==> src/rtl/program_loader.sv <==
// Byte-stream program loader: length header, LE payload words, optional checksum.
// LOADER_CHECKSUM_EN adds a trailing XOR checksum byte and the CHECK state.
module program_loader #(
  parameter int PC_WIDTH  = 12,
  parameter int MAX_WORDS = 2**PC_WIDTH/4
) (
  input  logic                clk,
  input  logic                rst,
  input  logic [7:0]          rx_data,
  input  logic                rx_valid,
  output logic                rx_ready,
  output logic                pmem_w_en,
  output logic [PC_WIDTH-1:0] pmem_addr,
  output logic [31:0]         pmem_w_data,
  output logic                cpu_rst,
  output logic                done,
  output logic                error
);

`ifdef LOADER_CHECKSUM_EN
  typedef enum logic [2:0] {
    LEN_LO, LEN_HI, PAYLOAD, CHECK, DONE, ERROR
  } state_t;
  logic [7:0] csum_q, csum_d;
`else
  typedef enum logic [2:0] {
    LEN_LO, LEN_HI, PAYLOAD, DONE, ERROR
  } state_t;
`endif

  state_t              state_q, state_d;
  logic [15:0]         len_q, len_d;
  logic [15:0]         word_cnt_q, word_cnt_d;
  logic [1:0]          idx_q, idx_d;
  logic [23:0]         word_q, word_d;
  logic                w_en_q, w_en_d;
  logic [PC_WIDTH-1:0] addr_q, addr_d;
  logic [31:0]         data_q, data_d;
  logic                rdy_q, rdy_d;

  logic        accept;
  logic        last_wr;
  logic [15:0] len_full;

  assign accept   = rx_valid & rdy_q;
  assign len_full = {rx_data, len_q[7:0]};
  assign last_wr  = w_en_q &
                    ({1'b0, word_cnt_q} + 17'd1 == {1'b0, len_q});

  always_comb begin
    state_d    = state_q;
    len_d      = len_q;
    word_cnt_d = word_cnt_q;
    idx_d      = idx_q;
    word_d     = word_q;
    w_en_d     = 1'b0;
    addr_d     = addr_q;
    data_d     = data_q;
`ifdef LOADER_CHECKSUM_EN
    csum_d     = csum_q;
`endif
    if (w_en_q) word_cnt_d = word_cnt_q + 16'd1;

    unique case (state_q)
      LEN_LO: if (accept) begin
        len_d[7:0] = rx_data;
        state_d    = LEN_HI;
`ifdef LOADER_CHECKSUM_EN
        csum_d     = csum_q ^ rx_data;
`endif
      end
      LEN_HI: if (accept) begin
        len_d = len_full;
`ifdef LOADER_CHECKSUM_EN
        csum_d = csum_q ^ rx_data;
`endif
        if ({16'd0, len_full} > MAX_WORDS) state_d = ERROR;
`ifdef LOADER_CHECKSUM_EN
        else if (len_full == 16'd0) state_d = CHECK;
`else
        else if (len_full == 16'd0) state_d = DONE;
`endif
        else state_d = PAYLOAD;
      end
      PAYLOAD: begin
        if (last_wr) begin
`ifdef LOADER_CHECKSUM_EN
          // checksum byte may already arrive during the final write cycle
          if (accept)
            state_d = (rx_data == csum_q) ? DONE : ERROR;
          else
            state_d = CHECK;
`else
          state_d = DONE;
`endif
        end else if (accept) begin
          idx_d = idx_q + 2'd1;
`ifdef LOADER_CHECKSUM_EN
          csum_d = csum_q ^ rx_data;
`endif
          unique case (idx_q)
            2'd0: word_d[7:0]   = rx_data;
            2'd1: word_d[15:8]  = rx_data;
            2'd2: word_d[23:16] = rx_data;
            default: begin
              w_en_d = 1'b1;
              data_d = {rx_data, word_q};
              addr_d = PC_WIDTH'({word_cnt_q, 2'b00});
            end
          endcase
        end
      end
`ifdef LOADER_CHECKSUM_EN
      CHECK: if (accept)
        state_d = (rx_data == csum_q) ? DONE : ERROR;
`endif
      default: ;
    endcase

    rdy_d = (state_d != DONE) && (state_d != ERROR);
  end

  always_ff @(posedge clk) begin
    if (rst) begin
      state_q    <= LEN_LO;
      len_q      <= '0;
      word_cnt_q <= '0;
      idx_q      <= '0;
      word_q     <= '0;
      w_en_q     <= 1'b0;
      addr_q     <= '0;
      data_q     <= '0;
      rdy_q      <= 1'b0;
`ifdef LOADER_CHECKSUM_EN
      csum_q     <= '0;
`endif
    end else begin
      state_q    <= state_d;
      len_q      <= len_d;
      word_cnt_q <= word_cnt_d;
      idx_q      <= idx_d;
      word_q     <= word_d;
      w_en_q     <= w_en_d;
      addr_q     <= addr_d;
      data_q     <= data_d;
      rdy_q      <= rdy_d;
`ifdef LOADER_CHECKSUM_EN
      csum_q     <= csum_d;
`endif
    end
  end

  assign rx_ready    = rdy_q;
  assign pmem_w_en   = w_en_q;
  assign pmem_addr   = addr_q;
  assign pmem_w_data = data_q;
  assign cpu_rst     = (state_q != DONE);
  assign done        = (state_q == DONE);
  assign error       = (state_q == ERROR);

endmodule

==> config.mk <==
export PLATFORM = sky130hd
export DESIGN_NAME = program_loader
export DESIGN_NICKNAME = d
export VERILOG_FILES = /design/src/rtl/program_loader.sv
export SDC_FILE = /design/constraint.sdc
export NUM_CORES = 1
export LEC_CHECK = 0
export BUFFER_PORTS_ARGS = -buffer_cell sky130_fd_sc_hd__buf_2
export CAP_MARGIN = 20
export CORE_ASPECT_RATIO = 0.5
export CORE_UTILIZATION = 40
export CTS_CLUSTER_DIAMETER = 50
export DETAILED_ROUTE_END_ITERATION = 10
export HOLD_SLACK_MARGIN = 0.06
export MAX_ROUTING_LAYER = met4
export SLEW_MARGIN = 10
export SYNTH_ARGS = -nofsm -noshare
export SYNTH_HDL_FRONTEND = slang
export SYNTH_SLANG_ARGS = --single-unit
==> constraint.sdc <==
create_clock -name clk -period 3.63 [get_ports clk]
set_clock_uncertainty 0.05 [all_clocks]
set_input_delay 0.363 -clock clk [delete_from_list [all_inputs] [get_ports clk]]
set_output_delay 0.363 -clock clk [all_outputs]
set_load 0.01 [all_outputs]
==> summary.txt <==
Floorplan
  – Row Count: 28
  – Die ar.: 12,800 um^2
  – Die height: 80.4 um
  – Initial Util: 0.414
  – Chip width: 159 um
  – # IOs: 60
  – Core area: 11,900 um^2

Detailed routing
  – TritonRoute pass-1 iters: 5
  – DRC Markers: 0
  – DR vias: 3,518
  – Vias per Instance: 4.91
  – 1st-iter DRT viols: 223
  – Antenna-violating nets left: 0
  – DR WL/cell: 14.2 um
  – Routed WL: 10.2 mm

Worst setup path
  – CP delay by family, top: simple AND/OR/NAND/NOR gates
  – Critical Path Start Type: flop
  – Worst flop-to-flop path endpoint: pmem_w_data[15]
  – Critical path capture point type: flop
  – Required time of the critical path: 3.86 ns
  – Critical Path Fanout Max: 21
  – CP max stage cell: or4_1
  – Stages on the worst setup path: 9
  – Worst setup path category: reg -> reg
  – Max incr delay on CP: 0.69 ns
  – Critical R2R Launch: word_cnt_q[0]
  – Critical Path Source: word_cnt_q[0]
  – R2R depth: 9
  – CP cell instances: ha_1 -> xor3_1 -> or3_1 -> a21oi_1 -> o211ai_1 -> or4_1 -> nand4_2 -> buf_4 -> mux2i_1
  – Worst Path Arrival: 3.50 ns
  – Crit path buffers/inverters: 1
  – R2r setup slk: 0.36 ns
  – Critical Path Sink: pmem_w_data[15]

Synth
  – Most common cell in the netlist: dfxtp_1
  – Ranking of synthesized cells by area: dfxtp_1 (43%), mux2i_1 (17%), nand2b_1 (11%), nor2_1 (3.6%), xnor2_1 (2.7%)
  – Synthesized area: 4910 um^2
  – Register bit count reported by yosys: 105
  – Leading area contributor after synthesis: dfxtp_1
  – Ys async rst share: 0
  – Top-area cell type share of the netlist area: 0.428
  – EDFF count, synth: 0
  – Cells after Synth: 505
  – Ys Warns: 0
  – Top FF cell, synth: dfxtp_1
  – Synth cell count leaders: dfxtp_1 (105), nand2b_1 (86), mux2i_1 (84), nor2_1 (47), clkbuf_1 (18)
  – Count of different cell masters after synthesis: 50
  – Sequential-to-total area share from yosys stat: 0.428
  – Synthesized area per cell: 9.73 um^2

Place
  – I/O Buffers: 57
  – Dpl ws: 0.360 ns
  – HPWL after DPL: 7.18 mm
  – Placed Area: 5270 um^2
  – Routability cong.: 0.910

Run
  – Max-cap violations: 0

Global route
  – First-pass GRT wire length: 16.8 mm
  – Total global-route track usage: 0.171
  – Initial antenna violation count: 0
  – Number of global-route vias before repair: 3,251
  – Remaining Overflow, GRT: 0
  – Largest net degree at the start of global routing: 68

CTS
  – CTS Buf Count: 9
  – Cts repair resizes: 0
  – Max clock buf depth: 2
  – Clock Latency Late Sink: 0.34 ns
  – Post-CTS Setup Inserts: 0
  – CTS Root Buffer Type: clkbuf_16
  – H-tree levels: 3
  – # hold bufs at CTS: 0
  – Clk slew on worst S/H paths: 0.07 ns
  – TritonCTS clock tree: yes
  – Clk sink count: 105

Power
  – Maximum VDD drop: 0.000217 V
  – LEAKAGE: 0.00246 uW
  – PD cells: 394 nW/um^2

Timing
  – Final WS setup: 0.361 ns
  – Max-Slew Margin vs Limit: 0.343
  – RSZ-0062 raised after global routing: false
  – Tightest Pin Transition: 0.985 ns
  – Final min period: 3.27 ns
  – Final setup fails: 0
  – Setup TNS: 0 ns
  – Period utilisation layout: 0.901
  – Final Hold Fails: 0
  – Slew Viols, Final: 0
  – FMAX: 306 MHz

Finish
  – # fillers: 1,144
  – Fin area: 5550 um^2
  – Area of the multi-input gates: 2610 um^2
  – Final Net Count: 562
  – Sequential cell area: 2100 um^2
  – Synthesis-to-layout area growth: 13.0%
  – # diodes: 0
  – Share of post-route cells with drive strength above 1: 0.165

Worst hold path
  – Type of the worst min-delay path: in -> reg

Run status
  – Status: complete, no violations
-- layout make-up --
class                      instances  area share
clock inverter                     6     0.00902
sequential                       105       0.379
multi-input combinational        360       0.469
clock buffer                      10      0.0413
tap                              165      0.0372
inverter                           7     0.00474
timing repair buffer              63      0.0595
-- how the worst min path moves through the flow --
stage	to	start	slack [ns]	depth (start not counted)
after floorplan	pmem_w_data[16]	word_q[16]	0.41	2
after global placement	pmem_addr[4]	pmem_addr[4]	0.41	2
after detailed placement	pmem_w_data[3]	pmem_w_data[3]	0.41	2
after CTS	len_q[4]	rx_data[4]	0.27	3
after global routing	len_q[4]	rx_data[4]	0.28	3
final	len_q[4]	rx_data[4]	0.28	3
-- report_power, final --
group          leakage, uW  internal [uW]  total [uW]  switching [uW]
clock             0.000130            473         915             442
sequential        0.000847           1160        1170            10.8
combinational      0.00148           45.3         103            57.3
-- stage by stage --
step,std cells,hold WS [ns],util,total power [uW]
CTS,716,0.267,0.467,2210
global route,716,0.278,0.467,2280
global placement,699,0.409,0.443,1300
detailed placement,700,0.415,0.444,1300
finish,716,0.280,0.467,2190
floorplan,506,0.408,-,1270
-- worst reg2reg max path, delay by kind of cell, from the launching register on --
kind	cells	cell delay, ns
mux	1	0.24
xor+xnor	1	0.26
fa+ha+maj	1	0.37
flops	1	0.50
simple gates	3	1.18
compound gates	2	0.26
buf+inv	1	0.35
-- state kept, by name, summed over array words and instances, names as in the netlist --
register     count
rx_ready         1
word_cnt_q      16
idx_q            2
pmem_w_en        1
word_q          24
state_q          3
pmem_addr       10
pmem_w_data     32
len_q           16
-- metal layers --
metal	up-vias	track usage	wire length, um
met5	-	-	0
met4	0	0.0437	140
met3	15	0.0429	341
met2	55	0.264	4430
met1	1644	0.225	5260
li1	1804	-	-
-- placed cells by master (no fill, tap or decap), types with 5 or more instances in the layout --
cell type / synthesis / layout
clkbuf_16: 0 / 9
a21oi_1: 9 / 9
mux2i_1: 84 / 84
nor2_1: 47 / 47
buf_4: 2 / 6
xnor2_1: 15 / 15
nor4_1: 6 / 5
xor2_1: 15 / 15
and3_1: 7 / 7
dfxtp_1: 105 / 105
nand2b_1: 86 / 86
nor3_1: 6 / 6
buf_2: 7 / 57
nand3_1: 11 / 11
ha_1: 5 / 5
nand2_1: 13 / 13
o21ai_0: 7 / 7
inv_1: 7 / 7
-- kinds of logic (layout without fill, tap and decap cells) --
group,after synthesis,in the layout,synth area share
compound gates,35,35,0.0461
xor+xnor,31,31,0.0583
fa+ha+maj,5,5,0.0127
buf+inv,41,86,0.0438
flops,105,105,0.428
mux,86,86,0.177
other cells,1,2,0.000763
simple gates,201,201,0.234
(Power assumes the default switching activity.)
